===== config.mk =====
export PLATFORM = sky130hd
export DESIGN_NAME = weight_row_streamer_flat
export DESIGN_NICKNAME = d
export VERILOG_FILES = /design/src/rtl/cnn_weight_pkg.sv /design/src/rtl/weight_row_streamer_if.sv /design/src/rtl/row_serializer.sv /design/src/rtl/weight_row_streamer.sv /design/src/flat_wrapper.sv
export SDC_FILE = /design/constraint.sdc
export NUM_CORES = 2
export LEC_CHECK = 0
export BUFFER_PORTS_ARGS = -buffer_cell sky130_fd_sc_hd__buf_2
export CORE_AREA = 10 10 422 424
export CTS_BUF_LIST = sky130_fd_sc_hd__clkbuf_4 sky130_fd_sc_hd__clkbuf_8
export DETAILED_ROUTE_END_ITERATION = 7
export DIE_AREA = 0 0 432 434
export MAX_ROUTING_LAYER = met4
export PLACE_DENSITY = 0.57
export SYNTH_ARGS = -nofsm -noshare
export SYNTH_HDL_FRONTEND = slang
export SYNTH_HIERARCHICAL = 1
export SYNTH_SLANG_ARGS = --single-unit

===== constraint.sdc =====
create_clock -name clk -period 2.5 [get_ports clk]
set_clock_uncertainty 0.15 [all_clocks]
set_input_delay 0.25 -clock clk [delete_from_list [all_inputs] [get_ports clk]]
set_output_delay 0.25 -clock clk [all_outputs]
set_load 0.01 [all_outputs]

===== src/rtl/cnn_weight_pkg.sv =====
// Shared constants, FSM state type and word-slice helper for the weight row streamer.
package cnn_weight_pkg;

   localparam int unsigned W_DATA      = 32;
   localparam int unsigned W_ROW_WORDS = 32;
   localparam int unsigned W_ADDR      = 7;
   localparam int unsigned ROWS        = 128;
   localparam int unsigned W_ROW       = W_DATA * W_ROW_WORDS;
   localparam int unsigned W_IDX       = $clog2(W_ROW_WORDS);

   typedef enum logic [2:0] {
      IDLE,
      WAIT,
      CAPTURE,
      STREAM,
      DONE
   } state_t;

   // Word k of a row; word 0 sits in the least significant bits.
   function automatic logic [W_DATA-1:0] word_slice(input logic [W_ROW-1:0] row,
                                                    input logic [W_IDX-1:0] k);
      return row[W_DATA*k +: W_DATA];
   endfunction

endpackage


===== src/rtl/weight_row_streamer_if.sv =====
// Word stream from the weight row streamer into the MAC datapath.
interface weight_row_streamer_if
   import cnn_weight_pkg::*;
#(
   parameter int unsigned DATA_WIDTH = W_DATA
);

   logic                  out_valid;
   logic                  out_ready;
   logic [DATA_WIDTH-1:0] out_data;
   logic [W_IDX-1:0]      out_word_idx;
   logic                  out_last_word;
   logic                  out_last_row;

   modport master (
      output out_valid,
      output out_data,
      output out_word_idx,
      output out_last_word,
      output out_last_row,
      input  out_ready
   );

   modport slave (
      input  out_valid,
      input  out_data,
      input  out_word_idx,
      input  out_last_word,
      input  out_last_row,
      output out_ready
   );

endinterface


===== src/rtl/row_serializer.sv =====
// Holds one captured memory row and hands it out word by word over valid/ready.
module row_serializer
   import cnn_weight_pkg::*;
#(
   parameter int unsigned DATA_WIDTH    = W_DATA,
   parameter int unsigned WORDS_PER_ROW = W_ROW_WORDS
) (
   input  logic                                clk,
   input  logic                                reset_n,
   input  logic                                load,
   input  logic                                final_row,
   input  logic [DATA_WIDTH*WORDS_PER_ROW-1:0] row,
   output logic                                row_done,
   weight_row_streamer_if.master               stream
);

   localparam logic [W_IDX-1:0] LastIdx = W_IDX'(WORDS_PER_ROW - 1);
   localparam logic [W_IDX-1:0] IdxOne  = W_IDX'(1);

   logic [DATA_WIDTH*WORDS_PER_ROW-1:0] row_q;
   logic [W_IDX-1:0]                    idx_q;
   logic                                valid_q;
   logic                                last_row_q;
   logic                                xfer;

   assign xfer     = valid_q && stream.out_ready;
   assign row_done = xfer && (idx_q == LastIdx);

   always_ff @(posedge clk) begin
      if (!reset_n) begin
         row_q      <= '0;
         idx_q      <= '0;
         valid_q    <= 1'b0;
         last_row_q <= 1'b0;
      end else if (load) begin
         row_q      <= row;
         idx_q      <= '0;
         valid_q    <= 1'b1;
         last_row_q <= final_row;
      end else if (xfer) begin
         // Index wraps back to 0 after the last word, ready for the next load.
         idx_q <= idx_q + IdxOne;
         if (idx_q == LastIdx) begin
            valid_q <= 1'b0;
         end
      end
   end

   assign stream.out_valid     = valid_q;
   assign stream.out_data      = word_slice(row_q, idx_q);
   assign stream.out_word_idx  = idx_q;
   assign stream.out_last_word = valid_q && (idx_q == LastIdx);
   assign stream.out_last_row  = valid_q && last_row_q;

endmodule


===== src/rtl/weight_row_streamer.sv =====
// Job FSM: fetches a run of weight rows from memory and streams each row out word by word.
module weight_row_streamer
   import cnn_weight_pkg::*;
#(
   parameter int unsigned DATA_WIDTH    = W_DATA,
   parameter int unsigned WORDS_PER_ROW = W_ROW_WORDS,
   parameter int unsigned ADDR_WIDTH    = W_ADDR,
   parameter int unsigned MEM_LATENCY   = 1
) (
   input  logic                                clk,
   input  logic                                reset_n,
   input  logic                                start,
   input  logic [ADDR_WIDTH-1:0]               base_row,
   input  logic [ADDR_WIDTH:0]                 row_count,
   output logic                                busy,
   output logic                                done,
   output logic [ADDR_WIDTH-1:0]               address,
   input  logic [DATA_WIDTH*WORDS_PER_ROW-1:0] weights,
   weight_row_streamer_if.master               stream
);

   localparam logic [1:0]            LatLast = 2'(MEM_LATENCY - 1);
   localparam logic [ADDR_WIDTH:0]   OneRow  = (ADDR_WIDTH + 1)'(1);
   localparam logic [ADDR_WIDTH-1:0] AddrOne = ADDR_WIDTH'(1);
   // With a combinational memory the latency wait is skipped entirely.
   localparam state_t FetchState = (MEM_LATENCY == 0) ? CAPTURE : WAIT;

   state_t                state_q, state_d;
   logic [ADDR_WIDTH-1:0] address_q, address_d;
   logic [ADDR_WIDTH:0]   rows_left_q, rows_left_d;
   logic [1:0]            lat_cnt_q, lat_cnt_d;
   logic                  done_q, done_d;
   logic                  load;
   logic                  final_row;
   logic                  row_done;

   always_ff @(posedge clk) begin
      if (!reset_n) begin
         state_q     <= IDLE;
         address_q   <= '0;
         rows_left_q <= '0;
         lat_cnt_q   <= '0;
         done_q      <= 1'b0;
      end else begin
         state_q     <= state_d;
         address_q   <= address_d;
         rows_left_q <= rows_left_d;
         lat_cnt_q   <= lat_cnt_d;
         done_q      <= done_d;
      end
   end

   always_comb begin
      state_d     = state_q;
      address_d   = address_q;
      rows_left_d = rows_left_q;
      lat_cnt_d   = lat_cnt_q;
      done_d      = 1'b0;
      load        = 1'b0;
      final_row   = 1'b0;
      unique case (state_q)
         IDLE: begin
            if (start) begin
               if (row_count != '0) begin
                  rows_left_d = row_count;
                  address_d   = base_row;
                  lat_cnt_d   = '0;
                  state_d     = FetchState;
               end else begin
                  done_d = 1'b1;
               end
            end
         end
         WAIT: begin
            if (lat_cnt_q == LatLast) begin
               state_d = CAPTURE;
            end else begin
               lat_cnt_d = lat_cnt_q + 2'd1;
            end
         end
         CAPTURE: begin
            load        = 1'b1;
            rows_left_d = rows_left_q - OneRow;
            final_row   = (rows_left_q == OneRow);
            // Memory starts on the next row while this one streams out.
            address_d   = address_q + AddrOne;
            state_d     = STREAM;
         end
         STREAM: begin
            if (row_done) begin
               if (rows_left_q != '0) begin
                  lat_cnt_d = '0;
                  state_d   = FetchState;
               end else begin
                  done_d  = 1'b1;
                  state_d = DONE;
               end
            end
         end
         DONE: begin
            state_d = IDLE;
         end
         default: begin
            state_d = IDLE;
         end
      endcase
   end

   row_serializer #(
      .DATA_WIDTH   (DATA_WIDTH),
      .WORDS_PER_ROW(WORDS_PER_ROW)
   ) u_row_serializer (
      .clk      (clk),
      .reset_n  (reset_n),
      .load     (load),
      .final_row(final_row),
      .row      (weights),
      .row_done (row_done),
      .stream   (stream)
   );

   assign busy    = (state_q == WAIT) || (state_q == CAPTURE) || (state_q == STREAM);
   assign done    = done_q;
   assign address = address_q;

endmodule

===== src/flat_wrapper.sv =====
// flat-port wrapper written by rule: the top's interface ports become plain ports
module weight_row_streamer_flat import cnn_weight_pkg::*;
#(
   parameter int unsigned DATA_WIDTH    = W_DATA,
   parameter int unsigned WORDS_PER_ROW = W_ROW_WORDS,
   parameter int unsigned ADDR_WIDTH    = W_ADDR,
   parameter int unsigned MEM_LATENCY   = 1
)
  (clk, reset_n, start, base_row, row_count, busy, done, address, weights, stream_out_valid, stream_out_data, stream_out_word_idx, stream_out_last_word, stream_out_last_row, stream_out_ready);
  weight_row_streamer_if #(.DATA_WIDTH(DATA_WIDTH)) stream_i ();
  input  logic clk;
  input  logic reset_n;
  input  logic start;
  input  logic [ADDR_WIDTH-1:0] base_row;
  input  logic [ADDR_WIDTH:0] row_count;
  output logic busy;
  output logic done;
  output logic [ADDR_WIDTH-1:0] address;
  input  logic [DATA_WIDTH*WORDS_PER_ROW-1:0] weights;
  output wire logic [$bits(stream_i.out_valid)-1:0] stream_out_valid;
  output wire logic [$bits(stream_i.out_data)-1:0] stream_out_data;
  output wire logic [$bits(stream_i.out_word_idx)-1:0] stream_out_word_idx;
  output wire logic [$bits(stream_i.out_last_word)-1:0] stream_out_last_word;
  output wire logic [$bits(stream_i.out_last_row)-1:0] stream_out_last_row;
  input wire logic [$bits(stream_i.out_ready)-1:0] stream_out_ready;
  assign stream_out_valid = stream_i.out_valid;
  assign stream_out_data = stream_i.out_data;
  assign stream_out_word_idx = stream_i.out_word_idx;
  assign stream_out_last_word = stream_i.out_last_word;
  assign stream_out_last_row = stream_i.out_last_row;
  assign stream_i.out_ready = stream_out_ready;
  weight_row_streamer #(.DATA_WIDTH(DATA_WIDTH), .WORDS_PER_ROW(WORDS_PER_ROW), .ADDR_WIDTH(ADDR_WIDTH), .MEM_LATENCY(MEM_LATENCY)) u_core (.clk(clk), .reset_n(reset_n), .start(start), .base_row(base_row), .row_count(row_count), .busy(busy), .done(done), .address(address), .weights(weights), .stream(stream_i));
endmodule

==> flow_metrics.py, run 1 <==
metrics = {
    "outcome": {
        "status": "stopped before the end",
        "lastStage": "clock tree synthesis",
        "error": "[ERROR RSZ-0060] Max buffer count reached.",
    },
    "logic_synthesis": {
        "async_flop_share": 0,
        "synth_edf_count": 0,
        "synth-seq-area-share": 0.442,
        "synth_cell_type_count": 55,
        "synth_area_per_cell_um2": 11.5,
        "yosysWarnings": 6,
        "synthCells": 4161,
        "synth_flop_cell": "dfxtp_1",
        "syn_nets": 5211,
        "netlist_area_mm2": 0.0477,
        "ys_ff_latch": 1052,
    },
    "clock_tree": {
        "numClockSinks": 1052,
        "cts_buffers": 189,
        "cts_setup_buffers": 35,
        "cts_htree_levels": 4,
        "clock_path_buffers": 3,
        "cts-root-buf": "clkbuf_8",
        "cts_resized": 138,
        "hold_buffers": 1566,
    },
    "placement": {
        "numPortBuffers": 1091,
        "placedCellCount": 7459,
        "dpl_cell_area_mm2": 0.0577,
        "dp_hpwl_um": 182000,
        "routabilityCongestion": 0.943,
    },
    "die": {
        "rows": 151,
        "die_w_um": 432,
        "io_pins": 1092,
        "fp.dieH_um": 434,
        "initial_core_util": 0.282,
    },
}
==> per-stage QoR <==
step / util / hold WS (ns) / setup TNS [ns] / worst slack [ns]
after floorplan: - / 0.262 / 0 / 0.0954
after global placement: 0.341 / 0.300 / -8.98 / -0.685
after detailed placement: 0.341 / 0.315 / -9.37 / -0.716
==> logic make-up after synthesis <==
family,after synthesis,synth area share
flip-flops,1052,0.442
adder cells (fa/ha/maj),7,0.00184
multiplexers,1349,0.333
XOR/XNOR,2,0.000367
AO/OA/AOI/OAI,278,0.0411
AND/OR/NAND/NOR,1125,0.145
buffers and inverters,348,0.0362
==> synth_stat cells (all sizes together) (2+ instances only) <==
| cell type | instances | area [um2] |
|---|---|---|
| and3 | 5 | 31.3 |
| nor2b | 1030 | 6440 |
| and2 | 4 | 25.0 |
| nand2b | 4 | 27.5 |
| o22ai | 32 | 200 |
| a21oi | 55 | 275 |
| inv | 8 | 30.0 |
| o32ai | 3 | 26.3 |
| xor2 | 2 | 17.5 |
| mux2i | 1157 | 11600 |
| a311oi | 2 | 17.5 |
| buf | 165 | 1040 |
| o221ai | 32 | 280 |
| o211ai | 4 | 30.0 |
| and3b | 2 | 17.5 |
| nand3b | 3 | 22.5 |
| nor4 | 5 | 31.3 |
| o21ai | 5 | 25.0 |
| mux4 | 191 | 4300 |
| nor3 | 6 | 35.0 |
| dfxtp | 1052 | 21100 |
| nand2 | 30 | 113 |
| o21a | 3 | 22.5 |
| a22oi | 95 | 713 |
| a211oi | 36 | 270 |
| a221oi | 2 | 17.5 |
| ha | 7 | 87.6 |
| o31ai | 3 | 27.5 |
| clkbuf | 174 | 654 |
| nand3 | 12 | 60.1 |
| nor2 | 17 | 73.8 |
==> run 2, diff against run 1 <==
CORE_AREA = not set   (was 10 10 422 424)
CORE_MARGIN = 10   (was not set)
CORE_UTILIZATION = 20   (was not set)
CTS_BUF_LIST = not set   (was sky130_fd_sc_hd__clkbuf_4 sky130_fd_sc_hd__clkbuf_8)
DIE_AREA = not set   (was 0 0 432 434)
MAX_ROUTING_LAYER = not set   (was met4)
PLACE_DENSITY = not set   (was 0.57)
PLACE_DENSITY_LB_ADDON = 0.15   (was not set)
clock period = 3.2 ns   (was 2.5 ns; I/O delays follow)
==> run 2 against run 1 <==
The flow now finishes, with violations (negative setup slack). Synthesized cell count unchanged. Synthesized area unchanged.
==> flow_metrics.py, run 2 <==
metrics = {
    "outcome": {
        "status": "finished, violations left",
        "violations": "negative setup slack",
    },
    "sta": {
        "finalCriticalPeriod_ns": 3.71,
        "final-hold-violation-count": 0,
        "fmax_mhz": 269,
        "timing.final.max_slew_violations": 0,
        "post-route-period-util": 1.16,
        "setup_viol": 32,
        "setup_slack_ns": -0.511,
        "rsz0062_at_grt": "yes",
        "worst_pin_slew_ns": 0.845,
        "holdWs_ns": 0.164,
        "slew_headroom": 0.437,
    },
    "global_routing": {
        "grt_pass1_wl_um": 361000,
        "grt_pass1_vias": 43500,
        "antenna_found_initial": 135,
        "overflow": 0,
        "grt_max_degree": 174,
        "grt_usage": 0.197,
    },
    "setup_path": {
        "worstRegToRegCells": 12,
        "crit_buf_inv": 4,
        "max_stage_delay_ns": 0.52,
        "r2r_slack_ns": 0.12,
        "critPathKind": "reg -> out",
        "cp-start-kind": "register",
        "cp_top_family": "compound AO/OA/AOI/OAI gates",
        "cp-end-kind": "primary output",
        "crit_arrival_ns": 3.24,
        "cpMaxStageDelayCell": "a22oi_2",
        "r2r_end": "u_core/lat_cnt_q[1]$_SDFFE_PN0P_",
        "cp.required_ns": 2.73,
        "regToRegStartpoint": "u_core/u_row_serializer/stream.out_word_idx[0]$_SDFFE_PP0P_",
        "cp_cell_sequence": "buf_12, nand3b_1, buf_12, o22ai_2, a211oi_1, buf_4, a22oi_2, buf_2",
        "path_common_cell": "buf_12",
        "cp_max_fo": 47,
    },
    "job": {
        "max_cap_violations": 0,
    },
    "cells_and_area": {
        "layout_common_cells": "mux2i_1 (1132), dlygate4sd3_1 (1078), buf_2 (1078), dfxtp_1 (1047), nor2b_1 (1028)",
        "regMostFlops": "u_core/u_row_serializer/row_q",
        "drive_gt1_frac": 0.306,
        "largest_reg_flops": 1024,
        "final_common_cell": "mux2i_1",
        "syn_to_final_growth_pct": 61.0,
        "fillers": 24100,
        "layout.nets": 7506,
    },
    "die": {
        "rows": 179,
        "io_pins": 1092,
        "die-area_mm2": 0.258,
        "core-area_mm2": 0.238,
        "fp.dieH_um": 508,
        "initial_core_util": 0.201,
        "die_w_um": 508,
    },
    "logic_synthesis": {
        "synth_area_per_cell_um2": 11.5,
        "yosysWarnings": 6,
        "yosysTopAreaCell": "dfxtp_1",
        "synth_common_cells": "mux2i_1 (1157), dfxtp_1 (1052), nor2b_1 (1030)",
        "synth-seq-area-share": 0.442,
        "syn_nets": 5211,
        "yosysMostFrequentCell": "mux2i_1",
        "yosys.area.top_type_share": 0.442,
        "synth_edf_count": 0,
        "synth_cell_type_count": 55,
        "ys_ff_latch": 1052,
        "netlist_area_mm2": 0.0477,
        "async_flop_share": 0,
        "synthCells": 4161,
        "synth_flop_cell": "dfxtp_1",
        "synth_area_leaders": "dfxtp_1 (44%), mux2i_1 (24%), nor2b_1 (14%)",
    },
    "power_and_ir_drop": {
        "p_leak_nw": 27.6,
        "power.density_mw_per_mm2": 504,
        "p_switching_w": 0.0109,
        "vdd_ir_drop_max_mv": 0.351,
        "clkPwrFrac": 0.420,
        "power_frac_comb": 0.197,
        "p_total_w": 0.0387,
        "p_int_w": 0.0277,
        "swShare": 0.283,
        "seq_power_share": 0.383,
    },
    "placement": {
        "numPortBuffers": 1091,
        "dp_slack_ns": -0.752,
        "dp_hpwl_um": 200000,
        "routabilityCongestion": 0.822,
    },
    "clock_tree": {
        "cts_htree_levels": 4,
        "path_clk_slew_ns": 0.06,
        "clkLatencyLatePin_ns": 0.80,
        "cts_buffers": 141,
        "numClockSinks": 1052,
        "cts_tree": "built",
        "cts-root-buf": "clkbuf_16",
        "clock_path_buffers": 3,
    },
    "route": {
        "drt_iter0_markers": 2508,
        "vias": 41500,
        "drt-pass1-iter-count": 5,
        "drc": 0,
        "wire_per_inst_um": 27.0,
        "antenna_left": 0,
        "drt-vias-per-instance": 4.23,
        "wl_um": 265000,
    },
    "hold_path": {
        "hold-path-endpoint": "u_core/u_row_serializer/row_q[846]$_SDFFE_PN0P_",
        "worstHoldStart": "weights[846]",
        "holdPathStages": 4,
        "hold_class": "in -> reg",
    },
}
==> run 2: routing by layer <==
metal | global-route usage | vias up | wire length [um]
met2 | 0.316 | 1332 | 121000
met5 | 0 | - | 362
met3 | 0.0458 | 394 | 14500
li1 | - | 19500 | -
met1 | 0.259 | 20300 | 119000
met4 | 0.0656 | 64 | 9760
==> run 2: repair_timing <==
item	4_1_cts	5_1_grt
pin swaps	67	38
hold buffers	1078	0
hold endpoints to repair	1050	0
cloned	18	2
resized for setup	300	84
setup buffers	64	20
endpoints found under the setup margin	32	51
==> run 2: cell families after synthesis <==
family | count (synthesis) | share of synthesized area
mux | 1349 | 0.333
flops | 1052 | 0.442
simple gates | 1125 | 0.145
fa+ha+maj | 7 | 0.00184
buf+inv | 348 | 0.0362
xor+xnor | 2 | 0.000367
compound gates | 278 | 0.0411
==> run 2: per-stage QoR <==
step	cells	utilization	cell area (um2)	TNS (ns)
finish	9810	0.323	76800	-10.54
global route	9780	0.323	76700	-14.35
CTS	9714	0.320	76000	-16.42
detailed placement	8307	0.244	58000	-7.06
global placement	8307	0.244	58000	-6.99
floorplan	4161	-	47700	0
==> run 2: power by group through the flow <==
stage	clock, W	sequential [W]	combinational [W]
2_1_floorplan	0	0.0147	0.00375
3_3_place_gp	0	0.0151	0.00597
3_5_place_dp	0	0.0151	0.00602
4_1_cts	0.0168	0.0148	0.00760
5_1_grt	0.0172	0.0149	0.00813
6_report	0.0163	0.0148	0.00761
==> run 2: worst max path at each step <==
stage / cells past startpoint / endpoint / startpoint
final: 8 / stream_out_data[27] / u_core/u_row_serializer/stream.out_word_idx[2]$_SDFFE_PP0P_
after global routing: 8 / stream_out_data[19] / u_core/u_row_serializer/stream.out_word_idx[2]$_SDFFE_PP0P_
after CTS: 9 / stream_out_data[7] / u_core/u_row_serializer/stream.out_word_idx[0]$_SDFFE_PP0P_
after global placement: 7 / stream_out_data[27] / u_core/u_row_serializer/stream.out_word_idx[3]$_SDFFE_PP0P_
after detailed placement: 7 / stream_out_data[27] / u_core/u_row_serializer/stream.out_word_idx[3]$_SDFFE_PP0P_
after floorplan: 9 / u_core/lat_cnt_q[0]$_SDFFE_PN0P_ / u_core/u_row_serializer/stream.out_word_idx[2]$_SDFFE_PP0P_
==> run 2: tightest hold or removal path, cell delays in order <==
cell and delay [ns]:
dlygate4sd3_1 0.51, buf_2 0.09, mux2i_1 0.05, nor2b_1 0.09
==> run 2: area by class of cell <==
cell class,instances,area (um2),share of cell area
clock inverters,43,638,0.00831
multi-input cells,2762,26200,0.341
inverters,9,60.1,0.000782
well taps,3167,3960,0.0516
clock buffers,207,4070,0.0530
flip-flops and latches,1052,21100,0.275
repair buffers,2490,20600,0.268
diodes,80,200,0.00261
Power figures use the tool's default switching activity.
